**src/rtl/multicycle_control_unit.sv**
```systemverilog
// Moore control FSM sequencing the multicycle MIPS DataPath: fetch/decode,
// LW/SW/R-type/BEQ/ADDI execution, plus interrupt and illegal-opcode trapping.
module multicycle_control_unit #(
    parameter logic [5:0] OP_RTYPE = 6'b000000,
    parameter logic [5:0] OP_LW    = 6'b100011,
    parameter logic [5:0] OP_SW    = 6'b101011,
    parameter logic [5:0] OP_BEQ   = 6'b000100,
    parameter logic [5:0] OP_ADDI  = 6'b001000
) (
    input  logic       clk,
    input  logic       resetN,
    input  logic [5:0] op,
    input  logic [5:0] funct,
    input  logic       irq,
    output logic [1:0] aluControl,
    output logic       aluSrcA,
    output logic [1:0] aluSrcB,
    output logic       pcSource,
    output logic       pcWrite,
    output logic       isBranch,
    output logic       lorD,
    output logic       memWrite,
    output logic       memToReg,
    output logic       IrWrite,
    output logic       regDst,
    output logic       regWrite,
    output logic       isInterrupted,
    output logic       intAck,
    output logic [3:0] state
);

    typedef enum logic [3:0] {
        S_IDLE      = 4'd0,
        S_FETCH     = 4'd1,
        S_DECODE    = 4'd2,
        S_MEM_ADR   = 4'd3,
        S_MEM_RD    = 4'd4,
        S_MEM_WB    = 4'd5,
        S_MEM_WR    = 4'd6,
        S_R_EXEC    = 4'd7,
        S_R_WB      = 4'd8,
        S_BEQ       = 4'd9,
        S_ADDI_EXEC = 4'd10,
        S_ADDI_WB   = 4'd11,
        S_INTR      = 4'd12
    } state_t;

    typedef struct packed {
        logic [1:0] alu_control;
        logic       alu_src_a;
        logic [1:0] alu_src_b;
        logic       pc_source;
        logic       pc_write;
        logic       is_branch;
        logic       lor_d;
        logic       mem_write;
        logic       mem_to_reg;
        logic       ir_write;
        logic       reg_dst;
        logic       reg_write;
        logic       is_interrupted;
        logic       int_ack;
    } ctrl_t;

    state_t r_state;
    state_t w_next;
    ctrl_t  r_ctrl;
    logic   r_pending;
    logic   r_is_sw;
    logic   w_pend_next;
    logic   w_unused_funct;

    // funct is decoded by the ALU control block, not here
    assign w_unused_funct = ^funct;

    function automatic ctrl_t decode(input state_t s);
        ctrl_t c;
        c = '0;
        case (s)
            S_FETCH: begin
                c.ir_write  = 1'b1;
                c.pc_write  = 1'b1;
                c.alu_src_b = 2'b01;
            end
            S_DECODE:    c.alu_src_b = 2'b11;
            S_MEM_ADR: begin
                c.alu_src_a = 1'b1;
                c.alu_src_b = 2'b10;
            end
            S_MEM_RD:    c.lor_d = 1'b1;
            S_MEM_WB: begin
                c.reg_write  = 1'b1;
                c.mem_to_reg = 1'b1;
            end
            S_MEM_WR: begin
                c.lor_d     = 1'b1;
                c.mem_write = 1'b1;
            end
            S_R_EXEC: begin
                c.alu_src_a   = 1'b1;
                c.alu_control = 2'b10;
            end
            S_R_WB: begin
                c.reg_write = 1'b1;
                c.reg_dst   = 1'b1;
            end
            S_BEQ: begin
                c.alu_src_a   = 1'b1;
                c.alu_control = 2'b01;
                c.is_branch   = 1'b1;
                c.pc_source   = 1'b1;
            end
            S_ADDI_EXEC: begin
                c.alu_src_a = 1'b1;
                c.alu_src_b = 2'b10;
            end
            S_ADDI_WB:   c.reg_write = 1'b1;
            S_INTR: begin
                c.is_interrupted = 1'b1;
                c.pc_write       = 1'b1;
                c.int_ack        = 1'b1;
            end
            default: ;
        endcase
        return c;
    endfunction

    always_comb begin
        w_next = r_state;
        case (r_state)
            S_IDLE:      w_next = S_FETCH;
            S_FETCH:     w_next = S_DECODE;
            S_DECODE: begin
                if (op == OP_LW || op == OP_SW) w_next = S_MEM_ADR;
                else if (op == OP_RTYPE)        w_next = S_R_EXEC;
                else if (op == OP_BEQ)          w_next = S_BEQ;
                else if (op == OP_ADDI)         w_next = S_ADDI_EXEC;
                else                            w_next = S_INTR;
            end
            // LW/SW choice was latched in DECODE; op is not looked at again
            S_MEM_ADR:   w_next = r_is_sw ? S_MEM_WR : S_MEM_RD;
            S_MEM_RD:    w_next = S_MEM_WB;
            S_R_EXEC:    w_next = S_R_WB;
            S_ADDI_EXEC: w_next = S_ADDI_WB;
            S_MEM_WB, S_MEM_WR, S_R_WB, S_BEQ, S_ADDI_WB, S_INTR:
                w_next = r_pending ? S_INTR : S_FETCH;
            default:     w_next = S_IDLE;
        endcase
    end

    assign w_pend_next = irq | (r_pending & (w_next != S_INTR));

    // Outputs are decoded from the next state so they register alongside it
    always_ff @(posedge clk or negedge resetN) begin
        if (!resetN) begin
            r_state   <= S_IDLE;
            r_ctrl    <= '0;
            r_pending <= 1'b0;
            r_is_sw   <= 1'b0;
        end else begin
            r_state   <= w_next;
            r_ctrl    <= decode(w_next);
            r_pending <= w_pend_next;
            if (r_state == S_DECODE) r_is_sw <= (op == OP_SW);
        end
    end

    assign aluControl    = r_ctrl.alu_control;
    assign aluSrcA       = r_ctrl.alu_src_a;
    assign aluSrcB       = r_ctrl.alu_src_b;
    assign pcSource      = r_ctrl.pc_source;
    assign pcWrite       = r_ctrl.pc_write;
    assign isBranch      = r_ctrl.is_branch;
    assign lorD          = r_ctrl.lor_d;
    assign memWrite      = r_ctrl.mem_write;
    assign memToReg      = r_ctrl.mem_to_reg;
    assign IrWrite       = r_ctrl.ir_write;
    assign regDst        = r_ctrl.reg_dst;
    assign regWrite      = r_ctrl.reg_write;
    assign isInterrupted = r_ctrl.is_interrupted;
    assign intAck        = r_ctrl.int_ack;
    assign state         = r_state;

endmodule

```
**config.mk**
```make
export PLATFORM = sky130hd
export DESIGN_NAME = multicycle_control_unit
export DESIGN_NICKNAME = d
export VERILOG_FILES = /design/src/rtl/multicycle_control_unit.sv
export SDC_FILE = /design/constraint.sdc
export NUM_CORES = 1
export LEC_CHECK = 0
export ABC_AREA = 1
export CAP_MARGIN = 20
export CORE_UTILIZATION = 35
export CTS_CLUSTER_DIAMETER = 120
export DETAILED_ROUTE_END_ITERATION = 10
export GPL_ROUTABILITY_DRIVEN = 0
export HOLD_SLACK_MARGIN = 0.1
export PLACE_DENSITY = 0.74
export SLEW_MARGIN = 20
export SYNTH_ARGS = -nofsm -noshare
export SYNTH_HDL_FRONTEND = slang
export SYNTH_SLANG_ARGS = --single-unit
```
**constraint.sdc**
```tcl
create_clock -name clk -period 1.25 [get_ports clk]
set_input_delay 0.1875 -clock clk [delete_from_list [all_inputs] [get_ports clk]]
set_output_delay 0.1875 -clock clk [all_outputs]
set_load 0.02 [all_outputs]
```
## Yosys cells after proc, flatten, opt, wreduce, memory -nomap -nowiden

Cells that the tools add are included.

| cells by class | value |
|---|---|
| eq/ne operators | 29 |
| reductions and logical operators | 9 |
| mux-type cells | 19 |
| bitwise operators | 2 |

Operator list:

| kind | number |
|---|---|
| $eq A4 B4 Y1 const B | 10 |
| $eq A4 B3 Y1 const B | 8 |
| $pmux W4 S8 | 1 |
| $eq A4 B2 Y1 const B | 4 |
| $eq A6 B6 Y1 const B | 2 |
| $mux W4 | 3 |
| $mux W1 | 9 |
| $eq A4 B1 Y1 const B | 2 |
| $eq A6 B3 Y1 const B | 1 |
| $eq A6 B4 Y1 const B | 1 |
| $logic_not A6 Y1 | 1 |
| $mux W3 | 2 |
| $pmux W2 S3 | 1 |
| $reduce_or A2 Y1 | 3 |
| $reduce_or A6 Y1 | 1 |
| $logic_not A4 Y1 | 1 |
| $mux W2 | 2 |
| $ne A4 B4 Y1 const B | 1 |
| $pmux W2 S2 | 1 |
| $reduce_or A4 Y1 | 1 |
| $reduce_or A3 Y1 | 1 |
| $and A1 B1 Y1 | 1 |
| $logic_or A1 B1 Y1 | 1 |
| $or A1 B1 Y1 | 1 |

| word-level totals | value |
|---|---|
| output and inout port bits | 20 |
| flip-flop bits (word level) | 21 |
| logic and storage cells | 75 |
| bits of input ports | 15 |

## Logic depth before layout (Yosys ltp)

Gate-level depths: netlist of the first run.

| depth | value |
|---|---|
| depth in word-level cells | 9 |
| mapped depth | 11 |
| depth with buffers taken out | 11 |

## Worst setup path after synthesis of the first run

Ideal clock, no wire load.

| path | value |
|---|---|
| path kind | register to register |
| start | register r_state[2] (netlist: state[2]) |
| end | register r_pending |
| path buffers | 0 |
| arrival time | 1328 ps |
| data required time | 1126 ps |
| clock period less this slack | 1452 ps |
| stages on the path, launching flop included | 11 |
| library setup time | 124 ps |
| path slack | -202 ps |
| cell sequence | dfrtp_1 -> nor2_1 -> inv_1 -> nor2_4 -> nand3_1 -> nand2_1 -> inv_2 -> nand2_4 -> nand2_2 -> inv_2 -> o21bai_2 |

| on the way | value |
|---|---|
| word-level cells in the longest chain between the ends | 6 |
| elaborated cells between the ends (all ways) | 18 |
| those cells by class | eq/ne: 13; mux: 1; bitwise: 2; reduce/logical: 2 |

RTL lines:

| what | line | source |
|---|---|---|
| start, declared | 65 | `state_t r_state;` |
| start signal, assigned | 161 | `r_state <= w_next;` |
| $eq A4 B3 Y1 or $eq A4 B4 Y1 (tied branches) | 130 | `case (r_state)` |
| $reduce_or A6 Y1 | 130 |  |
| $pmux W4 S8 (*) | 130 |  |
| via w_next[3] | 66 | `state_t w_next;` |
| $ne A4 B4 Y1 (*) | 151 | `assign w_pend_next = irq \| (r_pending & (w_next != S_INTR));` |
| $and A1 B1 Y1 (*) | 151 |  |
| $or A1 B1 Y1 (*) | 151 |  |
| via w_pend_next | 70 | `logic w_pend_next;` |
| end signal, assigned | 163 | `r_pending <= w_pend_next;` |
| end, declared | 68 | `logic r_pending;` |

The timed path passes the listed nets; every way through them passes the cells marked *.
A chain may end at the register's enable or synchronous reset.

## Worst setup path after layout of the first run

| path | value |
|---|---|
| start | register r_state[3] (netlist: state[3]) |
| end | register r_ctrl, in the netlist pcWrite |

| on the way | value |
|---|---|
| word-level cells in the longest chain between the ends | 6 |
| elaborated cells between the ends (all ways) | 19 |
| those cells by class | eq/ne: 14; mux: 2; reduce/logical: 3 |

RTL lines:

| what | line | source |
|---|---|---|
| $eq A4 B3 Y1 or $eq A4 B4 Y1 (tied branches) | 130 |  |
| $reduce_or A6 Y1 | 130 |  |
| $pmux W4 S8 (*) | 130 |  |
| via w_next[3] | 66 |  |
| $eq A4 B1 Y1 or $eq A4 B4 Y1 (tied branches) | 79 | `case (s)` |
| $reduce_or A2 Y1 (no source line) (*) | - |  |
| $mux W1 (*) | 79 |  |
| end signal, assigned | 162 | `r_ctrl <= decode(w_next);` |
| end, declared | 67 | `ctrl_t r_ctrl;` |

Marks and branches as above.

==> results of run 1 <==
==> registers in the layout, indices dropped and copies added (netlist names) <==
signal	cells
intAck	1
regWrite	1
lorD	1
regDst	1
r_is_sw	1
memWrite	1
isBranch	1
memToReg	1
IrWrite	1
aluSrcA	1
state	4
r_pending	1
pcWrite	1
aluSrcB	2
aluControl	1
==> worst min path at each step <==
stage	cells after the start	slack, ns	startpoint	to
finish	2	0.20	resetN	r_pending
global route	2	0.23	resetN	lorD
CTS	2	0.21	resetN	regWrite
detailed placement	2	0.54	resetN	regWrite
global placement	2	0.54	resetN	regWrite
floorplan	0	-0.11	resetN	IrWrite
==> where the power goes <==
group / leakage [nW] / internal (mW) / switching, mW
logic: 0.615 / 0.947 / 1.32
registers: 0.245 / 0.807 / 0.139
clock network: 0.0150 / 0.124 / 0.192
==> cell usage in the layout (no fill, tap or decap) <==
cell	count
a21oi_1	1
a21oi_2	1
buf_4	18
buf_6	6
clkbuf_1	1
clkbuf_4	3
clkdlybuf4s15_2	1
clkdlybuf4s50_1	8
dfrtp_1	15
dfrtp_2	4
dlygate4sd2_1	16
inv_1	11
inv_2	9
nand2_1	19
nand2_2	4
nand2_4	7
nand3_1	10
nand3_2	5
nand3_4	1
nand3b_1	1
nand4_1	2
nor2_1	8
nor2_2	5
nor2_4	4
nor3_2	1
nor3_4	1
o21ai_0	1
o21bai_2	1
o22ai_1	1
==> stage by stage <==
step | setup TNS (ns) | area [um^2] | setup WS, ns | util (%) | hold WS [ns]
floorplan | -0.767 | 1000 | -0.122 | - | -0.108
global placement | -3.52 | 1380 | -0.380 | 53.8 | 0.539
detailed placement | -4.14 | 1380 | -0.445 | 53.8 | 0.536
CTS | -1.68 | 1500 | -0.197 | 58.3 | 0.213
global route | -3.22 | 1540 | -0.325 | 59.8 | 0.229
finish | -1.90 | 1540 | -0.223 | 59.8 | 0.200
==> routing by layer <==
layer / share of wire [%] / GRT usage (%) / vias up
met5: 0 / 0 / -
met4: 0.73 / 7.92 / 0
met3: 3.4 / 1.91 / 2
met2: 53 / 31.5 / 24
met1: 43 / 18.8 / 418
li1: - / - / 453
==> repair_timing <==
| item | CTS | global route |
|---|---|---|
| setup buffers | 8 | 2 |
| pin swaps | 9 | 6 |
| gates resized for setup | 51 | 8 |
| setup endpoints to repair | 30 | 17 |
==> worst max-delay path: cells and delay by family (launching register included) <==
| family | cells | cell delay (ns) |
|---|---|---|
| buf+inv | 2 | 0.10 |
| flops | 1 | 0.45 |
| simple gates | 8 | 0.82 |
==> logic make-up after synthesis <==
family / synth area share [%]
and+or+nand+nor: 38.7
buffers and inverters: 9.89
DFF: 48.2
AOI/OAI and AO/OA: 3.30
==> layout make-up <==
cell class	instances	share of cell area [%]
multi-input combinational	73	31.4
timing repair buffer	49	28.3
tap	30	2.44
inverter	20	4.89
sequential	19	31.3
clock buffer	4	1.71
==> flow_summary.yaml, run 1 <==
power:
  power.leakage_nw: 0.875
  p_per_area_nw_per_um2: 2300
  ir_drop_uv: 1490
  power_mw: 3.53
finish:
  multi_input_area_um2: 482
  insertedDiodeCount: 0
  finalNonFillerCells: 195
  final-seq-area_um2: 480
  fillers: 207
  layout-area-overhead-vs-synth_pct: 55.5
  nets: 181
  drive_gt1_share_pct: 43.0
yosys:
  syn_inst: 115
  yosysUniqueCellTypes: 20
  ys_top_cells_by_area: "dfrtp_1 48%, nand2_1 8.0%, nand3_1 6.6%"
  avgSynthCellArea_um2: 8.58
  synthArstFlopShare_pct: 100
  synth-edff-count: 0
  synth.cell_area_um2: 987
  ys_top_cells_by_count: "21 x nand2_1, 19 x dfrtp_1, 16 x inv_1, 13 x nand3_1, 11 x nor2_1"
  synth.most_common_cell: "nand2_1"
  yosys_warnings: 0
  synth_seq_cells: 19
  yosysTopAreaCell: "dfrtp_1"
  syn_nets: 130
  ys.flop_type: "dfrtp_1"
  ys_seq_area_share_pct: 48.2
  synth_top_area_share_pct: 48.2
setup_path:
  worstReg2RegEnd: "pcWrite"
  cp_max_fo: 6
  endpoint_kind: "flip-flop"
  ff2ff_setup_slack_ns: -0.22
  path_cells: "nor2_4 > inv_2 > nor2_4 > nand3_2 > nand2_2 > inv_2 > nand2_4 > nor2_4 > nand3_2 > nand2_1"
  r2r-start: "state[3]"
  cp-startpoint: "state[3]"
  cp.arrival_ns: 1.67
  ff2ff_path_depth: 10
  critPathSlowestCell: "dfrtp_2"
  crit_top_cell: "nor2_4"
  worst_setup_path_start_kind: "flip-flop"
  endpoint: "pcWrite"
  cp.required_ns: 1.45
  crit_type: "flip-flop to flip-flop"
  critPathMaxStageDelay_ns: 0.45
clocking:
  cts_root_buf: "clkbuf_4"
  clock_latency_ns: 0.30
  htree_levels: 1
  cts_hold_buf: 0
  cts_tree: "built"
  clockBufferDepth: 2
  cts.sinks: 19
  cts_inserted_buffers: 3
  clk_pin_slew_ns: 0.11
floorplan:
  start_util_pct: 38.5
  io_pins: 35
  coreArea_um2: 2570
  die_width_um: 55.1
  core.rowCount: 18
  die_area_um2: 3040
  die_y_um: 55.1
sta:
  setup_slack_ns: -0.223
  fin_crit_sh_pct: 118
  layout_min_cycle_time_ns: 1.47
  relSlewSlack_pct: 84.4
  finalHoldViolCount: 0
  worst_pin_slew_ns: 0.233
  rsz0062_at_grt: "true"
  drv_slew: 0
  setup_violations: 13
  fmax_mhz: 679
  finClkSkew_ns: 0.00241
status:
  violations: "negative setup slack"
  status: "finished with violations"
route:
  first_pass_iters: 4
  vias: 897
  wire_per_inst_um: 11.3
  drtIter0Drc: 19
  ant_nets: 0
  vias_per_cell: 4.60
  drc: 0
  routed_wl_mm: 2.20
placement:
  place_hpwl_mm: 1.61
  dp_cells: 181
  io_buffer_count: 28
global_routing:
  grt_usage_pct: 16.9
  grt_pass1_vias: 873
  grt-ovfl-total: 0
  antenna_found_initial: 0
  grt_pass1_wl_mm: 3.58
  grt_max_degree: 20
run:
  drv_cap: 0
min_path:
  hold_class: "input port to async pin"
Power figures use the tool's default switching activity.
==> run 2, diff against run 1 <==
--- a/config.mk
+++ b/config.mk
@@ -7,12 +7,12 @@
 export LEC_CHECK = 0
 export ABC_AREA = 1
 export CAP_MARGIN = 20
-export CORE_UTILIZATION = 35
+export CORE_UTILIZATION = 39
 export CTS_CLUSTER_DIAMETER = 120
 export DETAILED_ROUTE_END_ITERATION = 10
 export GPL_ROUTABILITY_DRIVEN = 0
 export HOLD_SLACK_MARGIN = 0.1
-export PLACE_DENSITY = 0.74
+export PLACE_DENSITY = 0.81
 export SLEW_MARGIN = 20
 export SYNTH_ARGS = -nofsm -noshare
 export SYNTH_HDL_FRONTEND = slang
==> run 2 against run 1 <==
Against the previous run:
- the flow still finishes with violations (negative setup slack)
- clock skew increased by 0.0051 ns
- largest cell class unchanged
- worst hold slack better by 0.0047 ns
- register-to-register slack lost 0.09 ns
- combinational power grew 18%
- critical path depth is the same
- critical path type unchanged
- highest routed layer unchanged
- utilization rose by 13 points
- cell count is 3.1% higher
- clock power is essentially flat
- sequential power is 2% higher
- sequential cell count unchanged
- first-iteration DRC count is 84% higher
- die area down 9.9%
==> flow_summary.yaml, run 2 (synthesis gave the netlist of run 1 again) <==
route:
  vias_per_cell: 4.93
  drtIter0Drc: 35
  drc: 0
  ant_nets: 0
  routed_wl_mm: 3.00
  wire_per_inst_um: 14.9
  first_pass_iters: 4
  vias: 990
sta:
  setup_violations: 19
  worst_pin_slew_ns: 0.245
  rsz0062_at_grt: "true"
  fmax_mhz: 642
  tns_ns: -3.63
  relSlewSlack_pct: 83.7
  drv_slew: 0
  fin_crit_sh_pct: 125
  finalHoldViolCount: 0
  whs_ns: 0.204
  setup_slack_ns: -0.308
  finClkSkew_ns: 0.00748
  layout_min_cycle_time_ns: 1.56
global_routing:
  antenna_found_initial: 0
  gr-usage-met2_pct: 38.2
  grt_max_degree: 20
  met3_usage_pct: 4.64
  grt_util_met1_pct: 23.6
  grt-ovfl-total: 0
  grt_usage_pct: 21.6
  busiest_layer: "met2"
  grt_pass1_wl_mm: 4.23
  grt_pass1_vias: 995
placement:
  io_buffer_count: 28
  place_hpwl_mm: 1.57
clocking:
  cts_inserted_buffers: 3
  htree_levels: 1
  clock_latency_ns: 0.31
  cts_tree: "built"
  clk_pin_slew_ns: 0.11
  cts_root_buf: "clkbuf_4"
  cts.sinks: 19
  clockBufferDepth: 2
status:
  violations: "negative setup slack"
  status: "finished with violations"
power:
  p_per_area_nw_per_um2: 2380
  power_mw: 3.97
  pwr-share-clk_pct: 8.1
  power.leakage_nw: 0.929
  pwr-share-comb_pct: 67.7
  intPower_mw: 2.04
  seq_power_share_pct: 24.3
  p_sw_share_pct: 48.5
  power.switching_mw: 1.92
  ir_drop_uv: 1420
setup_path:
  cp.arrival_ns: 1.82
  cp_max_fo: 6
  cp.required_ns: 1.51
  crit_type: "flip-flop to flip-flop"
  worst_setup_path_start_kind: "flip-flop"
  endpoint_kind: "flip-flop"
finish:
  nets: 189
  fillers: 148
  drive_gt1_share_pct: 50.3
  layout-area-overhead-vs-synth_pct: 68.6
  final_common_cell: "buf_4"
  layout_common_cells: "25 x buf_4, 15 x dfrtp_1, 14 x nand2_1"
  largest_register_ffs: 4
  insertedDiodeCount: 0
run:
  drv_cap: 0
floorplan:
  core.rowCount: 17
  die_width_um: 52.3
  die_y_um: 52.3
  coreArea_um2: 2300
  die_area_um2: 2740
  io_pins: 35
  start_util_pct: 43.0
min_path:
  hold_class: "input port to async pin"
## run 2: cell types whose count changed in the layout (fill, tap and decap cells not counted), sizes merged
cell           previous run  this run
buf                      24        33
dlygate4sd2              16        13
clkdlybuf4s15             1         3
clkbuf                    4         3
clkinv                    0         1
## run 2: metal layers
metal,vias up,routed length [um]
li1,472,-
met1,471,1230
met2,36,1550
met3,11,114
met4,0,108
met5,-,0
## run 2: path summary, 6_finish.rpt
check | start | endpoint | slack, ns | cells after the start
worst max register to register | state[1] | pcWrite | -0.31 | 10
worst min-delay path | resetN | aluSrcB[1] | 0.20 | 2
max in group asynchronous | resetN | state[3] | 0.83 | 2
worst max-delay path | state[1] | pcWrite | -0.31 | 10
min in group clk | irq | r_pending | 0.44 | 2
worst min register to register | r_is_sw | r_is_sw | 0.62 | 2
## run 2: worst max-delay path, cell delays in order (launching register included)
cell     delay, ns
dfrtp_2       0.49
buf_4         0.16
nand3_2       0.10
inv_2         0.05
nor2_4        0.14
nand2_2       0.09
inv_2         0.11
nand2_8       0.08
nor2_4        0.12
nand3_2       0.09
nand2_1       0.07
## run 2: timing repair
action,CTS,global route
endpoints found under the setup margin,30,21
pin swaps,11,8
resized for setup,59,19
hold buffers,0,0
endpoints found under the hold margin,0,0
setup buffers,11,8
## run 2: power groups by stage
stage          clock, mW  sequential [mW]  combinational [mW]
3_5_place_dp           0            0.961                1.93
4_1_cts            0.314            0.942                2.20
5_1_grt            0.352            0.982                2.86
6_report           0.319            0.964                2.68
2_1_floorplan          0             1.15                1.03
3_3_place_gp           0            0.952                1.88
## run 2: final cells by class
type | instances | area, um^2 | area share, %
Tap cell | 28 | 35.0 | 2.11
Inverter | 20 | 77.6 | 4.66
Multi-Input combinational cell | 73 | 548 | 32.9
Clock buffer | 3 | 22.5 | 1.35
Sequential cell | 19 | 480 | 28.9
Timing Repair Buffer | 57 | 495 | 29.8
Clock inverter | 1 | 5.00 | 0.301
## run 2: per-stage QoR
step	setup slack (ns)	instance area [um^2]	util, %	cells
floorplan	-0.122	1000	-	115
global placement	-0.371	1380	60.0	179
detailed placement	-0.452	1380	60.0	179
CTS	-0.175	1540	66.9	194
global route	-0.403	1660	72.4	201
finish	-0.308	1660	72.4	201
